## config.mk

```make
export PLATFORM = sky130hd
export DESIGN_NAME = alu_arbiter
export DESIGN_NICKNAME = d
export VERILOG_FILES = /design/src/rtl/alu_pkg.sv /design/src/rtl/alu_core.sv /design/src/rtl/alu_arbiter.sv
export SDC_FILE = /design/constraint.sdc
export NUM_CORES = 1
export LEC_CHECK = 0
export ABC_AREA = 1
export BUFFER_PORTS_ARGS = -buffer_cell sky130_fd_sc_hd__buf_2
export CELL_PAD_IN_SITES_DETAIL_PLACEMENT = 1
export CELL_PAD_IN_SITES_GLOBAL_PLACEMENT = 2
export CORE_MARGIN = 2
export CORE_UTILIZATION = 33
export CTS_BUF_LIST = sky130_fd_sc_hd__clkbuf_4 sky130_fd_sc_hd__clkbuf_8 sky130_fd_sc_hd__clkbuf_16
export CTS_CLUSTER_SIZE = 28
export DETAILED_ROUTE_END_ITERATION = 12
export PLACE_DENSITY = 0.88
export RECOVER_POWER = 25
export SLEW_MARGIN = 10
export SYNTH_ARGS = -nofsm -noshare
export SYNTH_HDL_FRONTEND = slang
export SYNTH_SLANG_ARGS = --single-unit
```

## constraint.sdc

```tcl
create_clock -name clk -period 5.6 [get_ports clk]
set_input_delay 0.84 -clock clk [delete_from_list [all_inputs] [get_ports clk]]
set_output_delay 0.84 -clock clk [all_outputs]
set_load 0.01 [all_outputs]
```

## src/rtl/alu_pkg.sv

```systemverilog
// Shared definitions for the ALU arbiter slice: datapath width, opcode
// encoding and the arbiter FSM state encoding.
package alu_pkg;

   localparam int WIDTH = 20;

   typedef enum logic [2:0] {
      OP_AND  = 3'd0,
      OP_OR   = 3'd1,
      OP_XOR  = 3'd2,
      OP_ADD  = 3'd3,
      OP_SUB  = 3'd4,
      OP_NOT  = 3'd5,
      OP_PASS = 3'd6,
      OP_RSVD = 3'd7
   } alu_op_t;

   typedef enum logic [1:0] {
      IDLE = 2'd0,
      EXEC = 2'd1,
      RESP = 2'd2
   } arb_state_t;

endpackage

```

## src/rtl/alu_core.sv

```systemverilog
// Purely combinational ALU: opcode and operands in, result, carry and
// reserved-opcode error out. Arithmetic is done one bit wider than the
// operands so the top bit is the carry (ADD) or no-borrow (SUB); logic ops
// leave that bit clear so carry reads 0 for them.
module alu_core #(
   parameter int WIDTH = alu_pkg::WIDTH
) (
   input  logic [2:0]       op,
   input  logic [WIDTH-1:0] a,
   input  logic [WIDTH-1:0] b,
   output logic [WIDTH-1:0] result,
   output logic             carry,
   output logic             err
);
   import alu_pkg::*;

   logic [WIDTH:0] wide;

   // Select the operation; SUB is a plus the inverted b plus one so the
   // extra bit comes out as the no-borrow flag. Reserved opcode yields zero.
   always_comb begin
      wide = '0;
      err  = 1'b0;
      case (alu_op_t'(op))
         OP_AND:  wide = {1'b0, a & b};
         OP_OR:   wide = {1'b0, a | b};
         OP_XOR:  wide = {1'b0, a ^ b};
         OP_ADD:  wide = {1'b0, a} + {1'b0, b};
         OP_SUB:  wide = {1'b0, a} + {1'b0, ~b} + {{WIDTH{1'b0}}, 1'b1};
         OP_NOT:  wide = {1'b0, ~a};
         OP_PASS: wide = {1'b0, a};
         default: begin
            wide = '0;
            err  = 1'b1;
         end
      endcase
   end

   assign result = wide[WIDTH-1:0];
   assign carry  = wide[WIDTH];

endmodule

```

## src/rtl/alu_arbiter.sv

```systemverilog
// Two-requester arbiter and sequencer in front of the shared ALU.
// Requester 0 is instruction issue, requester 1 the address/aux unit.
// Each operation walks IDLE -> EXEC -> RESP; the response is held until the
// consumer takes it.
// Optional feature: define ALU_ARB_ROUND_ROBIN_EN for round-robin tie-break
// through last_grant. Without it requester 0 always wins a tie and
// requester 1 may starve.
module alu_arbiter #(
   parameter int WIDTH = alu_pkg::WIDTH
) (
   input  logic             clk,
   input  logic             rst,
   input  logic [1:0]       req_valid,
   input  logic [2:0]       req_op0,
   input  logic [2:0]       req_op1,
   input  logic [WIDTH-1:0] req_a0,
   input  logic [WIDTH-1:0] req_b0,
   input  logic [WIDTH-1:0] req_a1,
   input  logic [WIDTH-1:0] req_b1,
   output logic [1:0]       req_ready,
   output logic             rsp_valid,
   input  logic             rsp_ready,
   output logic             rsp_id,
   output logic [WIDTH-1:0] rsp_data,
   output logic             rsp_carry,
   output logic             rsp_zero,
   output logic             rsp_err
);
   import alu_pkg::*;

   arb_state_t       state;
   logic [2:0]       op_q;
   logic [WIDTH-1:0] a_q;
   logic [WIDTH-1:0] b_q;
   logic             id_q;
   logic [1:0]       grant;
   logic [WIDTH-1:0] alu_result;
   logic             alu_carry;
   logic             alu_err;

   alu_core #(.WIDTH(WIDTH)) u_core (
      .op     (op_q),
      .a      (a_q),
      .b      (b_q),
      .result (alu_result),
      .carry  (alu_carry),
      .err    (alu_err)
   );

`ifdef ALU_ARB_ROUND_ROBIN_EN
   logic last_grant;

   // Grant only while idle and out of reset. On a tie the requester that
   // did not win the previous handshake goes first; a lone request always wins.
   always_comb begin
      grant = 2'b00;
      if (!rst && state == IDLE) begin
         if (req_valid == 2'b11) begin
            grant = last_grant ? 2'b01 : 2'b10;
         end else if (req_valid[0]) begin
            grant = 2'b01;
         end else if (req_valid[1]) begin
            grant = 2'b10;
         end
      end
   end

   // Remember who won, but only when a handshake actually completes so a
   // withdrawn request does not disturb the rotation. Starts at 1 so
   // requester 0 wins the very first tie.
   always_ff @(posedge clk or posedge rst) begin
      if (rst) begin
         last_grant <= 1'b1;
      end else if (grant != 2'b00) begin
         last_grant <= grant[1];
      end
   end
`else
   // Fixed priority: requester 0 wins whenever it is asking, and nothing is
   // granted outside IDLE or while reset is held.
   always_comb begin
      grant = 2'b00;
      if (!rst && state == IDLE) begin
         if (req_valid[0]) begin
            grant = 2'b01;
         end else if (req_valid[1]) begin
            grant = 2'b10;
         end
      end
   end
`endif

   assign req_ready = grant;

   // Sequencer: capture the winner's request, register the ALU result one
   // cycle later, then hold the response until the consumer accepts it.
   // Reset throws away any operation in flight without producing a response.
   always_ff @(posedge clk or posedge rst) begin
      if (rst) begin
         state     <= IDLE;
         op_q      <= '0;
         a_q       <= '0;
         b_q       <= '0;
         id_q      <= 1'b0;
         rsp_valid <= 1'b0;
         rsp_id    <= 1'b0;
         rsp_data  <= '0;
         rsp_carry <= 1'b0;
         rsp_zero  <= 1'b0;
         rsp_err   <= 1'b0;
      end else begin
         case (state)
            IDLE: begin
               if (grant != 2'b00) begin
                  op_q  <= grant[1] ? req_op1 : req_op0;
                  a_q   <= grant[1] ? req_a1  : req_a0;
                  b_q   <= grant[1] ? req_b1  : req_b0;
                  id_q  <= grant[1];
                  state <= EXEC;
               end
            end
            EXEC: begin
               rsp_data  <= alu_result;
               rsp_carry <= alu_carry;
               rsp_zero  <= (alu_result == '0);
               rsp_err   <= alu_err;
               rsp_id    <= id_q;
               rsp_valid <= 1'b1;
               state     <= RESP;
            end
            RESP: begin
               if (rsp_ready) begin
                  rsp_valid <= 1'b0;
                  state     <= IDLE;
               end
            end
            default: begin
               state <= IDLE;
            end
         endcase
      end
   end

endmodule

```

After elaboration in Yosys (flattened, before gate mapping):

Index checks and enable logic that the tools add are counted.

* $add $sub $neg: 3
* multipliers: 0
* divide/modulo/power cells: 0
* $lt $le $gt $ge: 0
* equal/unequal tests: 10
* shifts and indexed selects: 0
* multiplexer cells: 13
* bitwise gates (word level): 5
* reduce and logical (&&, ||, !) cells: 11

Operator list (number)
* one-hot mux 21 bit (7 select lines): 1
* adder 20 x 20 -> 21 bit: 2
* two-way mux 20 bit: 2
* inverter 20 bit: 2
* adder 21 x 1 -> 21 bit, second input constant: 1
* bitwise AND 20 bit: 1
* logical NOT 20 bit: 1
* bitwise OR 20 bit: 1
* bitwise XOR 20 bit: 1
* two-way mux 2 bit: 5
* == test 3 bit, second input constant: 3
* OR reduction 7 bit: 1
* == test 3 x 2 -> 1 bit, second input constant: 2
* one-hot mux 2 bit (3 select lines): 1
* AND reduction 2 bit: 3
* nonzero test 2 bit: 2
* == test 3 x 1 -> 1 bit, second input constant: 1
* logical NOT 3 bit: 1
* two-way mux 3 bit: 1
* == test 2 x 1 -> 1 bit, second input constant: 1
* == test 2 bit, second input constant: 1
* logical NOT 2 bit: 1
* two-way mux 1 bit: 2
* != test 2 x 1 -> 1 bit, second input constant: 1
* other kinds (4): 4

* flip-flop bits (word level): 71
* bits in latches: 0
* memory bits (writable): 0
* bits in read-only memories: 0
* output and inout port bits: 27
* memories kept: 0

Logic depth before layout (Yosys ltp):

Gate-level depths: netlist of the first run.

* depth in word-level cells: 6
* mapped depth: 20
* depth with buffers taken out: 19

Cells and area by module:

From an unflattened synthesis of the first run, not the netlist that was laid out.

* cell total of the unflattened synthesis: 1177
* area, all modules: 7278.2 µm²

Modules (own cells, without submodules)
* alu_core: times used 1, cells an instance 713, area an instance 3777.4 µm², seq. area each 0.0 µm²
* alu_arbiter: times used 1, cells an instance 464, area an instance 3500.9 µm², seq. area each 1776.7 µm²

Worst setup path before layout of the first run:

OpenSTA, ideal clock, no wires.

* path type: input to output
* start: input port rst
* end: output port req_ready[1]
* arrival time: 3.196 ns
* required time: 4.760 ns
* slack: 1.564 ns
* stages: 5
* path buffers: 2
* cells stage by stage: inv_1 > nand3_1 > nor2_1 > buf_2 > buf_1

* cells in the longest elaborated chain, start to end: 3

RTL lines
* from (decl): RTL line alu_arbiter.sv:12 `input logic rst,`
* logical NOT 1 bit (no source line)
* logical AND 1 bit: RTL line alu_arbiter.sv:83 `if (!rst && state == IDLE) begin`
* two-way mux 2 bit: RTL line alu_arbiter.sv:83
* to (decl): RTL line alu_arbiter.sv:20 `output logic [1:0] req_ready,`

No other way between the ends.

Worst setup path after layout of the first run:

* start: input port rst
* end: output port req_ready[0]

Same word-level chain as after synthesis.

==> summary.md, run 1 <==
| Metric | Value |
|---|---|
| Final period util | `57.2%` |
| Warnings, synthesis | `0` |
| Clk sinks | `71` |
| Final GP Congestion | `0.939` |
| Mapped Area | `6740 µm²` |
| Share of cells above drive strength 1 | `12.6%` |
| Die Wd | `147 µm` |
| TritonCTS clock tree | `built` |
| Power Total | `5.06 mW` |
| Number of setup buffers added after CTS | `0` |
| Maximum buffer depth of the clock tree | `2` |
| Initial Utilization | `33.4%` |
| Clk slew on worst S/H paths | `0.06 ns` |
| Register area | `1780 µm²` |
| Final Cell Area | `7800 µm²` |
| Finish-stage setup viols | `0` |
| Core area | `20200 µm²` |
| First-pass GRT wire length | `40.6 mm` |
| Asr flop ratio synth | `100%` |
| Vias in the first global route | `7509` |
| Critical Path RT | `4.76 ns` |
| Hold Vio Cnt, Final | `0` |
| Status | `completed` |
| GRT Total Usage | `24.0%` |
| Yosys top cell by area | `dfrtp_1` |
| Area of the multi-input gates | `4150 µm²` |
| DP HPWL | `20.4 mm` |
| Tmin final | `3.20 ns` |
| Synth area leaders | `dfrtp_1 (26%), nand2_1 (18%), ha_1 (11%), inv_1 (8.2%), nand3_1 (7.3%)` |
| RSZ-0062 raised after global routing | `no` |
| Clk_skew | `0.00739 ns` |
| Rel. slew slack | `28.6%` |
| VDD IR max | `0.261 mV` |
| Placed cell areas | `7490 µm²` |
| Syn Nets | `1238` |
| Area growth syn-to-layout | `15.8%` |
| Synthesized flop and latch total | `71` |
| Hold Path Depth | `2` |
| Total grt overflow | `0` |
| Crit start category | `input pin` |
| Final worst slack | `2.40 ns` |
| Crit path kind | `input pin to output port` |
| Routed via count | `7407` |
| Synth Flop Type | `dfrtp_1` |
| Pwr dens | `649 nW/µm²` |
| Synth top area share | `26.4%` |
| Pins Over Slew Limit | `0` |
| Antenna violations before repair | `0` |
| I/O Buffers | `117` |
| Max cap viols | `0` |
| Most frequent cell after synthesis | `nand2_1` |
| Worst skew pair latency | `0.34 ns` |
| Synth Instances | `1084` |
| PostCTS Resize Cnt | `0` |
| Htree depth | `3` |
| Row cnt | `52` |
| 1st-iter DRT viols | `451` |
| Pin count of the biggest net entering global routing | `64` |
| Chip Height | `147 µm` |
| Leakage power | `4.24 nW` |
| Synth unique cells | `36` |
| Share of the yosys chip area belonging to registers | `26.4%` |
| Area of the die | `21600 µm²` |
| Max Fclk | `312 MHz` |
| Pre-Repair DR Iteration Count | `5` |
| CP max FO | `45` |
| Tightest Hold Check Type | `flop to flop` |
| Hold_ws | `0.477 ns` |
| Fill count | `2751` |
| Post-DR wirelength/cell | `17.6 µm` |
| Least-Margin Pin Slew | `1.07 ns` |
| Arrival time worst endpoint | `2.36 ns` |
| R2R cell count | `17` |
| Post-synth EDFFs | `0` |
| ANT nets after route | `0` |
| Pre-CTS setup slack | `2.59 ns` |
| Antenna Cells | `0` |
| Commonest cells post-synth | `nand2_1 (323), inv_1 (148), nor2_1 (122), nand3_1 (98), a21oi_1 (80)` |
| Inserted Clock Buffers | `9` |
| Post-route DRC | `0` |
| Drt total wl | `25.4 mm` |
| Syn avg cell area | `6.22 µm²` |
| Routed vias/inst | `5.12` |
| Nets | `1327` |
| TNS Setup | `0 ns` |
| Hold_buf cts | `0` |
| Clk root buf | `clkbuf_16` |
| Boundary Pins | `118` |
| Crit end category | `output port` |
-- routing by layer --
| metal | global-route usage [%] | up-vias | share of wire, % |
|---|---|---|---|
| li1 | - | 3652 | - |
| met1 | 35.6 | 3534 | 49 |
| met2 | 37.2 | 204 | 44 |
| met3 | 3.42 | 17 | 6.0 |
| met4 | 5.05 | 0 | 1.2 |
| met5 | 0 | - | 0 |
-- registers in the layout, summed over array words and instances, names as in the netlist --
| register | cells |
|---|---|
| a_q | 20 |
| b_q | 20 |
| id_q | 1 |
| op_q | 3 |
| rsp_carry | 1 |
| rsp_data | 20 |
| rsp_err | 1 |
| rsp_id | 1 |
| rsp_valid | 1 |
| rsp_zero | 1 |
| state | 2 |
-- where the power goes --
part	internal (mW)	switching [mW]	total (mW)	leakage, nW
Combinational	1.06	2.45	3.51	3.21
Sequential	0.728	0.184	0.912	0.871
Clock	0.407	0.231	0.638	0.159
-- cells in the final DEF (no fill, tap or decap), types with 4 or more instances in the layout --
master and count:
clkbuf_16 9, nand4_1 9, o21ai_0 23, a21oi_1 80, inv_1 148, dfrtp_1 71, nor2_1 121, ha_1 61
o221ai_1 5, buf_2 113, inv_2 9, nand2_1 323, nand3_1 98, nor3_1 11, buf_4 4, o22ai_1 51
clkbuf_1 5
-- worst max-delay path, stage by stage --
cell,delay [ns]
buf_2,0.09
inv_1,0.37
nand3_1,0.21
inv_2,0.58
buf_2,0.26
-- final timing paths --
path / startpoint / end / slack (ns)
hold / removal: rsp_data[14] / rsp_data[14] / 0.48
setup / recovery: rst / req_ready[0] / 2.40
max in group asynchronous: rst / a_q[5] / 3.85
hold reg to reg: rsp_data[14] / rsp_data[14] / 0.48
min in group asynchronous: rst / rsp_data[5] / 0.52
setup reg to reg: a_q[0] / rsp_zero / 2.62
-- per-stage QoR --
step / instances / utilization, %
6_report: 1448 / 38.7
5_1_grt: 1448 / 38.7
4_1_cts: 1448 / 38.7
3_3_place_gp: 1432 / 37.1
2_1_floorplan: 1084 / -
3_5_place_dp: 1432 / 37.1
-- final cells by class --
class	instances	share of cell area (%)
well taps	270	4.33
flip-flops and latches	71	22.8
multi-input cells	809	53.1
repair buffers	122	7.87
clock buffers	11	3.16
clock inverters	5	1.04
inverters	160	7.69
-- cells by family after synthesis --
group                    Yosys count  synth area share (%)
buffers and inverters            204                  12.2
AND/OR/NAND/NOR                  572                  34.8
flip-flops                        71                  26.4
AO/OA/AOI/OAI                    174                  14.7
adder cells (fa/ha/maj)           63                  11.9
No activity file was read; power rests on OpenSTA's default activity.
==> run 2: changes to the inputs <==
--- a/config.mk
+++ b/config.mk
@@ -10,11 +10,11 @@
 export CELL_PAD_IN_SITES_DETAIL_PLACEMENT = 1
 export CELL_PAD_IN_SITES_GLOBAL_PLACEMENT = 2
 export CORE_MARGIN = 2
-export CORE_UTILIZATION = 33
+export CORE_UTILIZATION = 27
 export CTS_BUF_LIST = sky130_fd_sc_hd__clkbuf_4 sky130_fd_sc_hd__clkbuf_8 sky130_fd_sc_hd__clkbuf_16
 export CTS_CLUSTER_SIZE = 28
 export DETAILED_ROUTE_END_ITERATION = 12
-export PLACE_DENSITY = 0.88
+export PLACE_DENSITY = 0.77
 export RECOVER_POWER = 25
 export SLEW_MARGIN = 10
 export SYNTH_ARGS = -nofsm -noshare
==> constraint.sdc (replaced) <==
create_clock -name clk -period 2.62 [get_ports clk]
set_input_delay 0.393 -clock clk [delete_from_list [all_inputs] [get_ports clk]]
set_output_delay 0.393 -clock clk [all_outputs]
set_load 0.01 [all_outputs]
==> run 2 against run 1 <==
- the run now ends with max-capacitance violations, max-slew violations left
- clock power rose by 100%
- critical path depth up 11
- power grew to 2.5 times the previous value
- critical endpoint is now rsp_zero
- largest cell class unchanged
==> summary.md, run 2 (synthesis results as in run 1) <==
| Metric | Value |
|---|---|
| Placed Cells | `1573 (was 1432)` |
| TritonCTS clock tree | `built (unchanged)` |
| Least-Margin Pin Slew | `1.73 ns (was 1.07 ns)` |
| Boundary Pins | `118 (unchanged)` |
| Commonest non-fill, non-tap cell in the layout | `nand2_1 (unchanged)` |
| Hold Vio Cnt, Final | `0 (unchanged)` |
| Worst skew pair latency | `0.35 ns (was 0.34 ns)` |
| Initial Utilization | `27.6% (was 33.4%)` |
| Clk_skew | `0.00938 ns (was 0.00739 ns)` |
| Final period util | `97.4%` |
| DP HPWL | `23.6 mm (was 20.4 mm)` |
| R2r setup slk | `0.07 ns (was 2.62 ns)` |
| Routed via count | `7867 (was 7407)` |
| Critical Path, Cell by Cell | `inv_2 > ha_4 > inv_2 > fa_2 > or2_4 > nand3_2 > nand2_2 > nor2_1 > nand3_1 > nor2_2 > nand3_2 > nor2_4 > nand3_2 > nor2_2 > nand3_1 > nand2_1 (was buf_2 > inv_1 > nand3_1 > inv_2 > buf_2)` |
| Arrival time worst endpoint | `2.84 ns (was 2.36 ns)` |
| Max cap viols | `1 (was 0)` |
| Die Wd | `162 µm (was 147 µm)` |
| Top Registers | `a_q x20, b_q x20, rsp_data x20 (unchanged)` |
| CP delay by family, top | `simple AND/OR/NAND/NOR gates (was buffers and inverters)` |
| Leakage power | `4.72 nW (was 4.24 nW)` |
| Status | `finished, violations left (was completed)` |
| Post-DR wirelength/cell | `18.2 µm (was 17.6 µm)` |
| Clk root buf | `clkbuf_16 (unchanged)` |
| Maximum buffer depth of the clock tree | `2 (unchanged)` |
| Critical Path RT | `2.91 ns (was 4.76 ns)` |
| Post-route DRC | `0 (unchanged)` |
| Clk slew on worst S/H paths | `0.06 ns (about the same)` |
| Most common cell type on the critical path | `nand3_2 (was buf_2)` |
| Drt total wl | `29.0 mm (was 25.4 mm)` |
| Pin count of the biggest net entering global routing | `65 (was 64)` |
| GRT Total Usage | `22.3% (was 24.0%)` |
| Failing checks | `max-capacitance violations, max-slew violations` |
| Share of cells above drive strength 1 | `24.1% (was 12.6%)` |
| Clk sinks | `71 (unchanged)` |
| Rel. slew slack | `-15.3% (was 28.6%)` |
| VDD IR max | `0.420 mV (was 0.261 mV)` |
| ANT nets after route | `0 (unchanged)` |
| I/O Buffers | `117 (unchanged)` |
| Critical Path Slowest Stage Cell | `dfrtp_1 (was inv_2)` |
| Most frequent cells in the layout | `nand2_1 (315), inv_1 (142), buf_2 (117) (was nand2_1 (323), inv_1 (148), nor2_1 (121))` |
| First-pass GRT wire length | `45.4 mm (was 40.6 mm)` |
| Crit path buf inv count | `2 (was 4)` |
| Pwr dens | `1450 nW/µm² (was 649 nW/µm²)` |
| Tightest Hold Check Type | `input pin to flop (was flop to flop)` |
| Total grt overflow | `0 (unchanged)` |
| Area growth syn-to-layout | `31.6% (was 15.8%)` |
| Final GP Congestion | `0.922 (was 0.939)` |
| Chip Height | `162 µm (was 147 µm)` |
| Core area | `24400 µm² (was 20200 µm²)` |
| Area of the die | `26200 µm² (was 21600 µm²)` |
| Row cnt | `57 (was 52)` |
| Tmin final | `2.55 ns` |
| 1st-iter DRT viols | `490 (was 451)` |
| Worst path max stage delay | `0.40 ns (was 0.58 ns)` |
| Final Instance Count excl. Fillers | `1597 (was 1448)` |
| Routed vias/inst | `4.93 (was 5.12)` |
| Max Fclk | `392 MHz` |
| Pins Over Slew Limit | `65 (was 0)` |
| Finish-stage setup viols | `0 (unchanged)` |
| Pre-Repair DR Iteration Count | `5 (unchanged)` |
| Vias in the first global route | `8146 (was 7509)` |
| Crit start category | `flop (was input pin)` |
| Fill count | `3232 (was 2751)` |
| Nets | `1422 (was 1327)` |
| Crit end category | `flop (was output port)` |
| Inserted Clock Buffers | `9 (unchanged)` |
| Antenna violations before repair | `0 (unchanged)` |
| CP max FO | `2 (was 45)` |
| Htree depth | `3 (unchanged)` |
| Hold_ws | `0.258 ns (was 0.477 ns)` |
| Crit path kind | `flop to flop (was input pin to output port)` |
==> run 2: changes by cell type in the layout (fill, tap and decap cells not counted), moves of 6 or more <==
cell,change
ha_2,+8
inv_1,-6
nor2_2,+11
nand3_1,-9
nand2_2,+7
buf_4,+90
nor2_1,-13
nand3_2,+8
ha_1,-15
ha_4,+7
nand2_1,-8
==> run 2: what timing repair did <==
| item | in CTS | in global routing |
|---|---|---|
| hold buffers | 1 | 0 |
| setup endpoints to repair | 1 | 5 |
| gates resized for setup | 9 | 62 |
| pin swaps | 2 | 10 |
| endpoints found under the hold margin | 7 | 0 |
| setup buffers | 4 | 3 |
==> run 2: cell type report <==
type                    count  area (µm²)  area share [%]
repair buffers            217        1380            15.5
clock inverters             5        58.8           0.663
diodes                      1        2.50          0.0282
multi-input cells         809        4410            49.7
well taps                 324         405            4.57
inverters                 160         602            6.78
clock buffers              10         239            2.69
flip-flops and latches     71        1780            20.1
==> run 2: final timing paths <==
path,start,endpoint,cells past startpoint
worst max-delay path,a_q[0],rsp_zero,16
worst min-delay path,rsp_ready,state[1],2
worst max register to register,a_q[0],rsp_zero,16
worst min register to register,rsp_data[16],rsp_data[16],2
max in group asynchronous,rst,b_q[0],3
min in group asynchronous,rst,rsp_err,3
==> run 2: per-stage QoR <==
| step | worst slack [ns] | total power, mW | utilization [%] | instance area [µm²] | setup TNS, ns |
|---|---|---|---|---|---|
| 6_report | 0.0681 | 12.9 | 36.4 | 8870 | 0 |
| 5_1_grt | -0.0526 | 14.0 | 36.4 | 8870 | -0.0526 |
| 4_1_cts | 0.0109 | 12.3 | 35.3 | 8610 | 0 |
| 3_5_place_dp | -0.168 | 10.8 | 33.8 | 8250 | -0.168 |
| 3_3_place_gp | -0.147 | 10.7 | 33.8 | 8250 | -0.147 |
| 2_1_floorplan | 0.0407 | 7.06 | - | 6740 | 0 |
==> run 2: metal layers <==
layer / wire length (µm) / vias to the layer above / share of wire, % / global-route usage (%)
met2: 12800 / 180 / 44 / 34.5
met5: 0 / - / 0 / 0
met1: 14500 / 3798 / 50 / 32.8
li1: - / 3857 / - / -
met3: 1230 / 32 / 4.2 / 3.06
met4: 522 / 0 / 1.8 / 5.51
==> run 2: power breakdown <==
part           switching (mW)  total [mW]  internal (mW)
combinational            6.03        9.69           3.66
clock                   0.519        1.28          0.758
sequential              0.366        1.92           1.56
